## src/rtl/fsm_4_requester.sv

```systemverilog
// Initiator for the fsm_4 compute engine: accepts operand pairs, issues them, samples
// the engine result a fixed latency later and checks it against a local reference.
module fsm_4_requester #(
  parameter int LATENCY = 11,
  parameter int GAP     = 2
) (
  input  logic        clk,
  input  logic        reset,
  input  logic        op_valid,
  output logic        op_ready,
  input  logic [31:0] op_a,
  input  logic [31:0] op_b,
  output logic        valid_data,
  output logic [31:0] A,
  output logic [31:0] B,
  input  logic [35:0] result,
  output logic        res_valid,
  output logic [35:0] res_data,
  output logic        mismatch,
  output logic [15:0] err_count,
  output logic        busy
);

  // state     | meaning
  // S_IDLE    | ready for an operand pair
  // S_ISSUE   | valid_data high, wait counter loaded
  // S_WAIT    | counting down to the result sample point
  // S_CAPTURE | sample result, compare, update error count
  // S_GAP     | let the engine return to idle before the next issue

  localparam int MAXCNT = (LATENCY > GAP) ? LATENCY : GAP;
  localparam int CW     = $clog2(MAXCNT + 1);

  typedef enum logic [2:0] {
    S_IDLE,
    S_ISSUE,
    S_WAIT,
    S_CAPTURE,
    S_GAP
  } state_t;

  state_t      r_state;
  logic [CW-1:0] r_cnt;
  logic [31:0] r_a;
  logic [31:0] r_b;
  logic [35:0] r_exp;
  logic        r_valid_data;
  logic        r_res_valid;
  logic [35:0] r_res_data;
  logic        r_mismatch;
  logic [15:0] r_err_count;

  logic [32:0] w_sum;
  logic [35:0] w_t1;
  logic [35:0] w_t2;
  logic [35:0] w_exp;
  logic        w_mm;

  // Reference kept at full width: 33-bit sum, 36-bit scaled sum.
  assign w_sum = {1'b0, op_a} + {1'b0, op_b};
  assign w_t1  = {1'b0, w_sum, 2'b00} + {4'b0000, op_b};
  assign w_t2  = {5'b00000, op_b[31:1]} + {2'b00, op_a, 2'b00};
  assign w_exp = (w_t1 >> 1) + w_t2;

  assign w_mm  = (result != r_exp);

  always_ff @(posedge clk) begin
    if (reset) begin
      r_state      <= S_IDLE;
      r_cnt        <= '0;
      r_a          <= '0;
      r_b          <= '0;
      r_exp        <= '0;
      r_valid_data <= 1'b0;
      r_res_valid  <= 1'b0;
      r_res_data   <= '0;
      r_mismatch   <= 1'b0;
      r_err_count  <= '0;
    end else begin
      r_valid_data <= 1'b0;
      r_res_valid  <= 1'b0;
      case (r_state)
        S_IDLE: begin
          if (op_valid) begin
            r_a          <= op_a;
            r_b          <= op_b;
            r_exp        <= w_exp;
            r_valid_data <= 1'b1;
            r_state      <= S_ISSUE;
          end
        end
        S_ISSUE: begin
          r_cnt   <= CW'(LATENCY - 1);
          r_state <= S_WAIT;
        end
        S_WAIT: begin
          if (r_cnt == CW'(1)) begin
            r_state <= S_CAPTURE;
          end else begin
            r_cnt <= r_cnt - CW'(1);
          end
        end
        S_CAPTURE: begin
          r_res_data  <= result;
          r_mismatch  <= w_mm;
          r_res_valid <= 1'b1;
          if (w_mm && (r_err_count != 16'hFFFF)) begin
            r_err_count <= r_err_count + 16'd1;
          end
          r_cnt   <= CW'(GAP);
          r_state <= S_GAP;
        end
        S_GAP: begin
          if (r_cnt == CW'(1)) begin
            r_state <= S_IDLE;
          end else begin
            r_cnt <= r_cnt - CW'(1);
          end
        end
        default: r_state <= S_IDLE;
      endcase
    end
  end

  assign op_ready   = (r_state == S_IDLE);
  assign busy       = (r_state != S_IDLE);
  assign valid_data = r_valid_data;
  assign A          = r_a;
  assign B          = r_b;
  assign res_valid  = r_res_valid;
  assign res_data   = r_res_data;
  assign mismatch   = r_mismatch;
  assign err_count  = r_err_count;

endmodule

```

## config.mk

```make
export PLATFORM = sky130hd
export DESIGN_NAME = fsm_4_requester
export DESIGN_NICKNAME = d
export VERILOG_FILES = /design/src/rtl/fsm_4_requester.sv
export SDC_FILE = /design/constraint.sdc
export NUM_CORES = 1
export LEC_CHECK = 0
export ABC_CLOCK_PERIOD_IN_PS = 6900
export BUFFER_PORTS_ARGS = -buffer_cell sky130_fd_sc_hd__buf_4
export CORE_MARGIN = 1
export CORE_UTILIZATION = 30
export CTS_BUF_LIST = sky130_fd_sc_hd__clkbuf_8 sky130_fd_sc_hd__clkbuf_16
export DETAILED_ROUTE_END_ITERATION = 7
export GPL_ROUTABILITY_DRIVEN = 0
export PLACE_DENSITY_LB_ADDON = 0.1
export SYNTH_ARGS = -nofsm -noshare
export SYNTH_HDL_FRONTEND = slang
export SYNTH_SLANG_ARGS = --single-unit
```

## constraint.sdc

```tcl
create_clock -name clk -period 6.9 [get_ports clk]
set_input_delay 1.38 -clock clk [delete_from_list [all_inputs] [get_ports clk]]
set_output_delay 1.38 -clock clk [all_outputs]
set_load 0.005 [all_outputs]
```

# --- Word level (Yosys, flattened, before mapping) ---
# Cells that the tools add are included.
op_classes:
  n_addsub: 6
  eq_ne: 11
  mux: 8
  bitwise_logic: 1
  n_reduce_logical: 10
op_table:
  columns: ["operator", "n"]
  rows:
  - ["adder 35 x 32 -> 36 bit", 1]
  - ["adder 35 x 35 -> 36 bit", 1]
  - ["inequality test 36 bit", 1]
  - ["adder 31 x 34 -> 35 bit", 1]
  - ["adder 32 x 32 -> 33 bit", 1]
  - ["adder 16 x 1 -> 16 bit (second input constant)", 1]
  - ["inequality test 16 bit (second input constant)", 1]
  - ["one-hot mux 3 bit (5 select lines)", 1]
  - ["one-hot mux 4 bit (3 select lines)", 1]
  - ["2-to-1 mux 3 bit", 3]
  - ["inequality test 2 bit (second input constant)", 4]
  - ["== test 3 x 2 -> 1 bit (second input constant)", 2]
  - ["AND reduction 2 bit", 3]
  - ["nonzero test 3 bit", 2]
  - ["== test 4 x 1 -> 1 bit (second input constant)", 1]
  - ["2-to-1 mux 4 bit", 1]
  - ["OR reduction 2 bit", 2]
  - ["subtractor 4 x 1 -> 4 bit (second input constant)", 1]
  - ["== test 3 x 1 -> 1 bit (second input constant)", 1]
  - ["== test 3 bit (second input constant)", 1]
  - ["logical NOT 3 bit", 1]
  - ["AND reduction 3 bit", 1]
  - ["2-to-1 mux 1 bit", 2]
  - ["logical AND 1 bit", 1]
  - ["NOT 1 bit", 1]
word_totals:
  reg_bits: 162
  output_inout_bits: 121
  word_cells: 46

# --- Logic depth before layout (Yosys ltp) ---
depth:
  ltp_word: 4
  depth_mapped: 32

# --- Worst setup path after synthesis ---
# OpenSTA, ideal clock, no wires.
synth_timing:
  kind: "input to register"
  startpoint: "input port op_a[1]"
  endpoint: "register r_exp[33]"
  setup_time_ns: 0.120
  arrival_time_ns: 7.197
  slack_ns: -0.417
  path_stages: 29
  path_buffers: 0
  cell_sequence: "ha_1 > a211oi_2 > nor2_1 > or3_1 > nand2_1 > o21ai_0 > a21o_1 > nand3_1 > nand4_1 > nand2_1 > xnor2_1 > ha_1 > and3_1 > a221oi_1 > nand3_1 > a41o_1 > xor2_1 > fa_1 > ha_1 > and3_1 > nand4_1 > or3_1 > o311ai_1 > a21o_1 > a221o_1 > a31oi_1 > a21oi_1 > nor4b_1 > a211o_1"
synth_between:
  elab_chain_len: 3
  word_cells_on_any_way: 4
  classes_between: "add/sub: 4"
synth_lines:
  columns: ["element", "line", "text"]
  rows:
  - ["start, declared", "11", "input logic [31:0] op_a,"]
  - ["adder 32 x 32 -> 33 bit", "60", "assign w_sum = {1'b0, op_a} + {1'b0, op_b};"]
  - ["adder 35 x 32 -> 36 bit", "61", "assign w_t1 = {1'b0, w_sum, 2'b00} + {4'b0000, op_b};"]
  - ["adder 35 x 35 -> 36 bit (*)", "63", "assign w_exp = (w_t1 >> 1) + w_t2;"]
  - ["end signal, assigned", "87", "r_exp <= w_exp;"]
  - ["end, declared", "46", "logic [35:0] r_exp;"]
# Every way passes the cells marked *; elsewhere a longest branch is shown, timed or not.
# A chain may end at the register's enable or synchronous reset.

# --- Final worst setup path ---
layout_timing:
  startpoint: "input port op_a[1]"
  endpoint: "register r_exp[27]"
# Same word-level chain as after synthesis.

==> run summary <==
DRC violations left = 2
clock root cell = clkbuf_16
syn avg cell area = 7.90 um2
Setup TNS Final = -384 ps
# IOs = 224
Max-Cap Viols = 0
Yosys reg bits = 161
final wirelength = 36400 um
LEAKAGE = 7.66 nW
power density of the placed cells = 361 nW/um2
synth warn = 0
total CTS buffers = 17
H-tree levels = 4
Area Overhead vs Synth = 45.4%
Initial Util = 30.3%
number of library cell types mapped by synthesis = 61
Layout Nets = 2111
type of the worst setup path = in2reg
CTS tree = done
1st-iter DRT viols = 481
final setup violating endpoints = 5
Worst Clk Skew = 11.1 ps
final hold vios = 0
grt total ovfl = 0
Syn Nets = 1682
WP buf/inv = 3
drt first pass iters = 6
die span in x = 197 um
most common cell in the synthesized netlist = nand2_1
max frequency = 143 MHz
Synth top area share = 28.3%
Worst setup SP type = input pin
Reg area = 3220 um2
slowest CP cell = fa_1
vias in the first global route = 11109
ranking of synthesized cells by area = dfxtp_1 28%, ha_1 11%, nand2_1 9.5%
CTS Buffer Depth = 2
Seq pwr share = 19.0%
wire per inst = 15.2 um
pin count of the biggest net entering global routing = 91
gr usage total = 18.9%
Vias = 11295
Top FF cell, synth = dfxtp_1
failing checks = DRC, setup timing
multi-input logic area = 8340 um2
initial antenna violation count = 0
combinational share of power = 64.1%
Synth top cells by count = 288 x nand2_1, 193 x a21oi_1, 161 x dfxtp_1
first-pass GRT wire length = 58100 um
row count = 71
Core Region = 37600 um2
DP HPWL = 28500 um
cells after synthesis = 1444
Final Cycle Share = 101%
Max transition margin = 31.8%
switching pwr = 2.43 mW
Vias/cell = 4.71
maximum vdd drop = 0.295 mV
die area = 38800 um2
die span in y = 197 um
worst endpoint required time = 7280 ps
ys async rst share = 0%
FILL cells = 3877
Pint = 3.55 mW
Netlist Area Pre-Place = 11400 um2
Worst path top cell family by delay = simple AND/OR/NAND/NOR gates
Slew @ Worst Pin = 1020 ps
Final Max Tran Viols = 0
switching part of the total power = 40.6%
Tmin final = 7000 ps
CP Capture Type = flip-flop
CP arrival = 7380 ps
PortBufs = 223
RSZ-0062 raised after global routing = yes
clock share of power = 16.9%
worst skew pair latency = 470 ps
final worst slack = -99.2 ps
Clock Sinks = 161
Seq/Total Area, Yosys = 28.3%
EDFF count, synth = 0
CP peak stage delay = 470 ps
Final ANT Viol Nets = 0
Hold Path Class = reg2reg
final non-filler cell total = 2397
Ant. Diodes = 0
status = finished, violations left
placed cell count = 2348
Yosys top cell by area = dfxtp_1
crit-path max FO = 3
Clock Pin Slew Worst Setup and Hold Paths = 70 ps
share of cells above drive strength 1 = 31.3%
-- state kept, by name, indices dropped and copies added (netlist names) --
signal,flops
valid_data,1
res_valid,1
r_exp,35
mismatch,1
res_data,36
r_state,3
A,32
err_count,16
B,32
r_cnt,4
-- stage by stage --
stage	utilization (%)	instance area (um2)	setup slack, ps	hold WS (ps)	power [mW]
2_1_floorplan	-	11600	-121	443	3.29
3_5_place_dp	40.9	15400	-910	447	4.66
6_report	44.1	16600	-99.2	454	5.98
4_1_cts	43.2	16200	-112	457	5.81
5_1_grt	44.1	16600	-403	472	6.49
3_3_place_gp	40.9	15400	-876	442	4.64
-- tightest hold or removal path: stages (launching register included) --
cell and delay [ps]:
dfxtp_1 310, nand2_1 50, a21oi_1 50
-- power by group through the flow --
stage	Clock, mW	Sequential (mW)	Combinational [mW]
floorplan	0	1.14	2.15
global placement	0	1.16	3.48
detailed placement	0	1.16	3.49
CTS	1.04	1.14	3.63
global route	1.07	1.16	4.26
finish	1.01	1.14	3.83
-- cell families after synthesis --
group	after synthesis	share of synthesized area, %
AO/OA/AOI/OAI	403	21.5
XOR/XNOR	129	9.91
adder cells (fa/ha/maj)	135	16.9
buffers and inverters	124	4.11
flip-flops	161	28.3
multiplexers	2	0.187
AND/OR/NAND/NOR	490	19.1
-- layout by cell type, fill, tap and decap left out, types with 48 or more instances in the layout --
master / n
xnor2_1: 52
xor2_1: 66
ha_1: 88
dfxtp_1: 161
o21ai_0: 48
a21oi_1: 179
nor2_1: 57
inv_1: 69
nand2_1: 285
a21o_1: 62
buf_4: 457
-- layout make-up --
class / count / share of cell area (%)
clock buffer: 17 / 2.56
clock inverter: 15 / 1.06
inverter: 69 / 1.56
multi-input combinational: 1159 / 50.3
sequential: 161 / 19.4
tap: 511 / 3.85
timing repair buffer: 465 / 21.3
-- worst paths after layout --
path	startpoint	to	slack, ps	cells past startpoint
max	op_a[1]	r_exp[27]	-100	34
min	A[31]	A[31]	450	2
max reg2reg	r_state[2]	r_exp[34]	4150	6
min reg2reg	A[31]	A[31]	450	2
-- timing repair --
action / CTS / global route
gates resized for setup: 35 / 54
pin swaps: 42 / 66
endpoints found under the setup margin: 10 / 13
setup buffers: 9 / 10
hold buffers: 0 / 0
-- metal layers --
layer  GRT usage, %  vias up  part of all wire [%]
met5              0        -                     0
met4           4.85        0                   1.1
met3           3.10       19                   3.2
met2           29.6      170                    44
met1           26.8     5225                    52
li1               -     5881                     -
Power figures use the tool's default switching activity.
